<file path="src/rtl/dbenc_pkg.sv">
`default_nettype none
// +--------------------------------------------------------------------+
// | dbenc_pkg : shared constants and types for switch_debounce_encoder |
// | Rev 1.0                                                            |
// +--------------------------------------------------------------------+
package dbenc_pkg;
  localparam int NUM_SW              = 3;
  localparam int DEF_SYNC_STAGES     = 2;
  localparam int DEF_DEBOUNCE_CYCLES = 16;

  typedef logic [NUM_SW-1:0] sw_code_t;
endpackage
`default_nettype wire

</file>
<file path="src/rtl/switch_debounce_encoder_if.sv">
`default_nettype none
// +--------------------------------------------------------------------+
// | switch_debounce_encoder_if : switch inputs and code outputs        |
// | Rev 1.0                                                            |
// +--------------------------------------------------------------------+
interface switch_debounce_encoder_if;
  dbenc_pkg::sw_code_t sw_raw;
  logic                hold;
  dbenc_pkg::sw_code_t code;
  logic                code_valid;
  logic                code_changed;

  modport master (output sw_raw, output hold,
                  input  code, input code_valid, input code_changed);
  modport slave  (input  sw_raw, input hold,
                  output code, output code_valid, output code_changed);
endinterface
`default_nettype wire

</file>
<file path="src/rtl/debounce_channel.sv">
`default_nettype none
// +--------------------------------------------------------------------+
// | debounce_channel : synchroniser, agreement counter and stable flop |
// | Rev 1.0                                                            |
// +--------------------------------------------------------------------+
module debounce_channel #(
  parameter int SYNC_STAGES     = 2,
  parameter int DEBOUNCE_CYCLES = 16
) (
  input  wire  clk,
  input  wire  rst_n,
  input  wire  i_sw_raw,
  output logic o_stable
);
  localparam int CNT_W = $clog2(DEBOUNCE_CYCLES) + 1;

  logic [SYNC_STAGES-1:0] r_sync;
  logic [CNT_W-1:0]       r_cnt;
  logic                   r_stable;
  logic                   w_sync;

  assign w_sync   = r_sync[SYNC_STAGES-1];
  assign o_stable = r_stable;

  always_ff @(posedge clk) begin
    if (!rst_n) begin
      r_sync   <= '0;
      r_cnt    <= '0;
      r_stable <= 1'b0;
    end else begin
      r_sync <= {r_sync[SYNC_STAGES-2:0], i_sw_raw};
      // Any agreeing sample restarts the count, so short glitches never land
      if (w_sync == r_stable) begin
        r_cnt <= '0;
      end else if (r_cnt == CNT_W'(DEBOUNCE_CYCLES - 1)) begin
        r_stable <= w_sync;
        r_cnt    <= '0;
      end else begin
        r_cnt <= r_cnt + 1'b1;
      end
    end
  end
endmodule
`default_nettype wire

</file>
<file path="src/rtl/switch_debounce_encoder.sv">
`default_nettype none
// +--------------------------------------------------------------------+
// | switch_debounce_encoder : debounced 3-bit code with hold, valid    |
// | and change strobe for the downstream LED decoder. Rev 1.0          |
// +--------------------------------------------------------------------+
module switch_debounce_encoder
  import dbenc_pkg::*;
#(
  parameter int SYNC_STAGES     = DEF_SYNC_STAGES,
  parameter int DEBOUNCE_CYCLES = DEF_DEBOUNCE_CYCLES
) (
  input wire                        clk,
  input wire                        rst_n,
  switch_debounce_encoder_if.slave  bus
);
  localparam int WARMUP = SYNC_STAGES + DEBOUNCE_CYCLES + 1;
  localparam int WARM_W = $clog2(WARMUP + 1);

  sw_code_t          w_stable;
  sw_code_t          w_next_code;
  sw_code_t          r_code;
  logic              r_valid;
  logic              r_changed;
  logic [WARM_W-1:0] r_warm;

  for (genvar gi = 0; gi < NUM_SW; gi++) begin : g_ch
    debounce_channel #(
      .SYNC_STAGES     (SYNC_STAGES),
      .DEBOUNCE_CYCLES (DEBOUNCE_CYCLES)
    ) u_ch (
      .clk      (clk),
      .rst_n    (rst_n),
      .i_sw_raw (bus.sw_raw[gi]),
      .o_stable (w_stable[gi])
    );
  end

  assign w_next_code = bus.hold ? r_code : w_stable;

  always_ff @(posedge clk) begin
    if (!rst_n) begin
      r_code    <= '0;
      r_valid   <= 1'b0;
      r_changed <= 1'b0;
      r_warm    <= '0;
    end else begin
      r_code    <= w_next_code;
      // Uses the pre-edge valid so the edge that raises valid never pulses
      r_changed <= r_valid && (w_next_code != r_code);
      if (!r_valid) begin
        r_warm <= r_warm + 1'b1;
        if (r_warm == WARM_W'(WARMUP - 1)) begin
          r_valid <= 1'b1;
        end
      end
    end
  end

  assign bus.code         = r_code;
  assign bus.code_valid   = r_valid;
  assign bus.code_changed = r_changed;
endmodule
`default_nettype wire

</file>
<file path="src/flat_wrapper.sv">
// flat-port wrapper written by rule: the top's interface ports become plain ports
module switch_debounce_encoder_flat import dbenc_pkg::*;
#(
  parameter int SYNC_STAGES     = DEF_SYNC_STAGES,
  parameter int DEBOUNCE_CYCLES = DEF_DEBOUNCE_CYCLES
)
  (clk, rst_n, bus_sw_raw, bus_hold, bus_code, bus_code_valid, bus_code_changed);
  switch_debounce_encoder_if bus_i ();
  input wire clk;
  input wire rst_n;
  input wire logic [$bits(bus_i.sw_raw)-1:0] bus_sw_raw;
  input wire logic [$bits(bus_i.hold)-1:0] bus_hold;
  output wire logic [$bits(bus_i.code)-1:0] bus_code;
  output wire logic [$bits(bus_i.code_valid)-1:0] bus_code_valid;
  output wire logic [$bits(bus_i.code_changed)-1:0] bus_code_changed;
  assign bus_i.sw_raw = bus_sw_raw;
  assign bus_i.hold = bus_hold;
  assign bus_code = bus_i.code;
  assign bus_code_valid = bus_i.code_valid;
  assign bus_code_changed = bus_i.code_changed;
  switch_debounce_encoder #(.SYNC_STAGES(SYNC_STAGES), .DEBOUNCE_CYCLES(DEBOUNCE_CYCLES)) u_core (.clk(clk), .rst_n(rst_n), .bus(bus_i));
endmodule
</file>
<file path="config.mk">
export PLATFORM = sky130hd
export DESIGN_NAME = switch_debounce_encoder_flat
export DESIGN_NICKNAME = d
export VERILOG_FILES = /design/src/rtl/dbenc_pkg.sv /design/src/rtl/switch_debounce_encoder_if.sv /design/src/rtl/debounce_channel.sv /design/src/rtl/switch_debounce_encoder.sv /design/src/flat_wrapper.sv
export SDC_FILE = /design/constraint.sdc
export NUM_CORES = 1
export LEC_CHECK = 0
export ABC_AREA = 1
export ABC_CLOCK_PERIOD_IN_PS = 2620
export BUFFER_PORTS_ARGS = -buffer_cell sky130_fd_sc_hd__buf_4
export CORE_ASPECT_RATIO = 0.75
export CORE_MARGIN = 2
export CORE_UTILIZATION = 60
export CTS_BUF_LIST = sky130_fd_sc_hd__clkbuf_16
export CTS_CLUSTER_SIZE = 40
export DETAILED_ROUTE_END_ITERATION = 10
export PLACE_DENSITY_LB_ADDON = 0.2
export SYNTH_ARGS = -nofsm -noshare
export SYNTH_HDL_FRONTEND = slang
export SYNTH_SLANG_ARGS = --single-unit
</file>
<file path="constraint.sdc">
create_clock -name clk -period 2.62 [get_ports clk]
set_input_delay 0.131 -clock clk [delete_from_list [all_inputs] [get_ports clk]]
set_output_delay 0.131 -clock clk [all_outputs]
set_load 0.01 [all_outputs]
</file>
* Yosys cells after proc, flatten, opt, wreduce, memory -nomap -nowiden
Index checks and enable logic that the tools add are counted.
** Operators by class
- Add/subtract/negate cells :: 4
- Equal/unequal tests :: 8
- Muxes and demuxes :: 3
- Bitwise gates (word level) :: 4
- Reductions and logical operators :: 7
** Operator list (count)
- adder 5 x 1 -> 5 bit (second input constant) :: 4
- == test 5 x 4 -> 1 bit (second input constant) :: 3
- OR reduction 3 bit :: 3
- AND reduction 2 bit :: 3
- == test 5 bit (second input constant) :: 1
- inverter 1 bit :: 4
- == test 1 bit :: 3
- 2-to-1 mux 3 bit :: 1
- inequality test 3 bit :: 1
- 2-to-1 mux 1 bit :: 2
- logical AND 1 bit :: 1
** Word-level totals
- Register bits :: 34
- Input port bits :: 6
- Output and inout bits :: 5
- Logic and storage cells :: 39

* Longest topological paths before layout
- Word-level depth :: 3
- Depth in mapped cells :: 7
- Depth with buffers taken out :: 7

* Cells and area by module
A second synthesis with hierarchy kept.
** Unflattened totals
- Cells, all modules :: 174
- Area total of the unflattened synthesis :: 1386.3 µm²
** By module, submodules not included
- debounce_channel :: times used 3, cells each 37, area each 311.5 µm², sequential area each 160.2 µm²
- switch_debounce_encoder :: times used 1, cells each 63, area each 451.7 µm², sequential area each 200.2 µm²

* Worst setup path after synthesis
OpenSTA, ideal clock, no wires.
- Kind :: reg-to-reg
- Start point :: register u_core.g_ch[1].u_ch.r_cnt[0]
- End point :: register u_core.g_ch[1].u_ch.r_cnt[2]
- Library setup time :: 0.078 ns
- Data arrival time :: 1.116 ns
- Data required time :: 2.542 ns
- Path slack :: 1.426 ns
- Stages on the path, launching flop included :: 8
- Buffers on the path :: 0
- Clock period less this slack :: 1.194 ns
- Cell sequence :: dfxtp_1 > ha_1 > nand2_1 > nor2_1 > ha_1 > inv_1 > nand3_1 > nor3_1
** On the way
- Word-level cells in the longest chain between the ends :: 2
- Elaborated cells on any way between the ends :: 3
- Classes of those cells :: add/sub (1); eq/ne (1); reduce/logical (1)
** RTL lines
- start, declared :: line debounce_channel.sv:18 : logic [CNT_W-1:0] r_cnt;
- start signal, assigned :: line debounce_channel.sv:39 : r_cnt <= r_cnt + 1'b1;
- parallel branches: the longest is 2 deep, another holds adder 5 x 1 -> 5 bit
Parallel ways; which one is timed is not known.
A chain may end at the register's enable or synchronous reset.

* Final worst setup path
Same ends and word-level chain as after synthesis.

==> impl_metrics.py <==
metrics = {
    "placed_design": {
        "dp_cells": 195,
        "port-buffer-count": 10,
        "gp_congestion": 0.792,
        "place.detailed.hpwl_um": 1660,
    },
    "clock_tree": {
        "cts_buffer_depth": 2,
        "cts_setup_buffers": 0,
        "clk_latency_ns": 0.27,
        "clk_pin_slew_ns": 0.05,
        "cts.hold.buffers_added": 0,
        "h-tree-depth": 2,
        "clock-sinks": 34,
        "numCtsBuffers": 5,
        "cts_resized": 0,
        "cts_tree": "yes",
        "root_buffer": "clkbuf_16",
    },
    "pwr": {
        "p_comb_share_pct": 3.6,
        "seq_power_share_pct": 48.5,
        "irDropWorstVdd_mv": 0.452,
        "intPower_w": 0.000888,
        "clkPwrFrac_pct": 47.9,
        "p_per_area_mw_per_mm2": 700,
        "p_sw_w": 0.000220,
        "p_leak_nw": 0.726,
        "switching_share_pct": 19.8,
    },
    "floorplanning": {
        "fp.dieW_um": 58.9,
        "floorplan.rows": 14,
        "initial_core_util_pct": 65.6,
        "die_y_um": 45.2,
        "dieArea_mm2": 0.00266,
        "ios": 11,
        "core_area_mm2": 0.00207,
    },
    "timing": {
        "tns_ns": 0,
        "rsz0062_at_grt": "false",
        "worst_hold_slack_ns": 0.0404,
        "drv_slew": 0,
        "period_minus_slack_ns": 1.41,
        "report.final.hold_viol_count": 0,
        "worst_slew_pin_slew_ns": 0.204,
        "final.setup_skew_ns": 0.00236,
        "finalCritPeriodShare_pct": 53.9,
        "maxSlewHeadroom_pct": 86.3,
        "setup_violations": 0,
        "max_freq_mhz": 708,
    },
    "setup_path": {
        "regToRegEndpoint": "u_core.g_ch[1].u_ch.r_cnt[2]",
        "crit_fanout": 5,
        "r2r_start": "u_core.g_ch[1].u_ch.r_cnt[0]",
        "slowest_delay_ns": 0.34,
        "crit_path_frequent_cell": "ha_1",
        "critical_path.slowest_cell": "dfxtp_1",
        "setup.worst_path.start_class": "flip-flop",
        "rrSetupSlack_ns": 1.21,
        "end_kind": "flip-flop",
        "critPathBufInv": 1,
        "reg2regPathDepth": 7,
        "crit_required_ns": 2.80,
        "critical-path-top-delay-family": "simple AND/OR/NAND/NOR gates",
        "cp.arrival_ns": 1.59,
        "path_cells": "ha_1 > nand2_1 > nor2_1 > ha_1 > inv_1 > nand3_1 > nor3_1",
        "crit_type": "flip-flop to flip-flop",
    },
    "min_path": {
        "hold_path_class": "primary input to flip-flop",
        "hold_end": "u_core.g_ch[0].u_ch.r_sync[0]",
        "holdCritStartpoint": "bus_sw_raw[0]",
        "hold_depth": 3,
    },
    "global_route": {
        "grt_pass1_vias": 1033,
        "grt_usage_pct": 21.7,
        "grt_max_degree": 19,
        "grt-ovfl-total": 0,
        "antenna_found_initial": 0,
        "grt_pass1_wl_um": 4110,
    },
    "synthesis": {
        "yosysSeqAreaShare_pct": 50.2,
        "syn_area_per_cell_um2": 8.32,
        "ys_warn_count": 0,
        "synth_area_mm2": 0.00136,
        "syn_nets": 177,
        "synthCells": 163,
        "ys_types": 19,
        "synth-seq-cells": 34,
    },
    "routing": {
        "wl_per_cell_um": 11.6,
        "drc": 1,
        "drtAntennaViolNets": 0,
        "drtPass1Iterations": 7,
        "drt_wl_total_um": 2350,
        "via_per_inst": 5.22,
        "via_count": 1060,
        "drtIter0Drc": 55,
    },
    "run_status": {
        "violations": "DRC",
        "status": "finished, violations left",
    },
    "run": {
        "cap_violations": 0,
    },
    "finish": {
        "fin_util_pct": 76.6,
        "drive_gt1_share_pct": 12.8,
        "instances_no_fill": 203,
        "syn_to_final_growth_pct": 16.8,
        "antennaDiodeCount": 0,
        "final_nets": 192,
    },
}
## how the worst max path moves through the flow
| stage | endpoint | start | cells past startpoint |
|---|---|---|---|
| final | u_core.g_ch[1].u_ch.r_cnt[2] | u_core.g_ch[1].u_ch.r_cnt[0] | 7 |
| after global routing | u_core.g_ch[1].u_ch.r_cnt[2] | u_core.g_ch[1].u_ch.r_cnt[0] | 7 |
| after detailed placement | u_core.g_ch[1].u_ch.r_cnt[2] | u_core.g_ch[1].u_ch.r_cnt[0] | 7 |
| after global placement | u_core.g_ch[1].u_ch.r_cnt[2] | u_core.g_ch[1].u_ch.r_cnt[0] | 7 |
| after floorplan | u_core.g_ch[1].u_ch.r_cnt[2] | u_core.g_ch[1].u_ch.r_cnt[0] | 7 |
| after CTS | u_core.g_ch[1].u_ch.r_cnt[2] | u_core.g_ch[1].u_ch.r_cnt[0] | 7 |
## sequential cells by signal, summed over array words and instances, names as in the netlist
name	cells
u_core.bus.code_valid	1
u_core.g_ch.u_ch.r_sync	6
u_core.bus.code_changed	1
u_core.g_ch.u_ch.r_cnt	15
u_core.bus.code	3
u_core.r_warm	5
u_core.g_ch.u_ch.o_stable	3
## power groups by stage
stage               Combinational (W)  Clock (W)  Sequential [W]
CTS                         0.0000402   0.000546        0.000537
floorplan                   0.0000255          0        0.000547
global placement            0.0000372          0        0.000547
finish                      0.0000398   0.000531        0.000538
detailed placement          0.0000403          0        0.000548
global route                0.0000458   0.000563        0.000538
## per-stage QoR
stage / total power, W / area, µm² / worst slack (ns)
floorplan: 0.000572 / 1360 / 1.43
global placement: 0.000584 / 1450 / 1.38
detailed placement: 0.000588 / 1450 / 1.20
CTS: 0.00112 / 1580 / 1.19
global route: 0.00115 / 1580 / 1.08
finish: 0.00111 / 1580 / 1.21
## layout make-up
| class | instances | area, µm² |
|---|---|---|
| Clock buffer | 5 | 125 |
| Clock inverter | 3 | 12.5 |
| Fill cell | 151 | 483 |
| Inverter | 32 | 120 |
| Multi-Input combinational cell | 95 | 541 |
| Sequential cell | 34 | 681 |
| Tap cell | 24 | 30.0 |
| Timing Repair Buffer | 10 | 75.1 |
## logic make-up after synthesis
family | Yosys count | synth area share, %
AO/OA/AOI/OAI | 22 | 9.23
adder cells (fa/ha/maj) | 8 | 7.38
buffers and inverters | 34 | 9.96
flip-flops | 34 | 50.2
AND/OR/NAND/NOR | 60 | 20.0
XOR/XNOR | 5 | 3.23
## synth_stat cells
cell type | number | share of area (%)
o31ai_1 | 1 | 0.55
a21oi_1 | 7 | 2.6
nand3_1 | 6 | 2.2
o21bai_1 | 1 | 0.55
inv_1 | 31 | 8.6
nor3_1 | 1 | 0.37
nand2_1 | 23 | 6.4
dfxtp_1 | 34 | 50
buf_4 | 2 | 1.1
o21ai_0 | 10 | 3.7
a211oi_1 | 1 | 0.55
inv_2 | 1 | 0.28
ha_1 | 8 | 7.4
nand3_2 | 2 | 1.5
nor3_2 | 2 | 1.5
nand4_1 | 5 | 2.3
xor2_1 | 5 | 3.2
nor2_1 | 21 | 5.8
a21oi_2 | 2 | 1.3
## cell usage in the layout, fill, tap and decap left out, drive strengths merged
cell type	count
o21ai	10
a211oi	1
buf	10
clkinv	2
nor3	3
a21oi	9
dfxtp	34
nor2	21
nand2	23
clkbuf	5
xor2	5
o21bai	1
nand3	8
inv	33
nand4	5
o31ai	1
ha	8
## worst register-to-register path: cells and delay by family, from the launching register on
kind,cells,cell delay (ns)
buffers and inverters,1,0.08
adders and majority gates,2,0.38
DFF,1,0.34
and+or+nand+nor,4,0.52
## metal layers
layer  vias to the layer above  wire, µm  GRT usage, %
met5                         -         0             0
met4                         0        46          10.9
met3                         6       167          8.88
met2                        34      1170          37.6
met1                       475       965          23.0
li1                        545         -             -
Note: power is estimated with default switching activity, not from simulation.
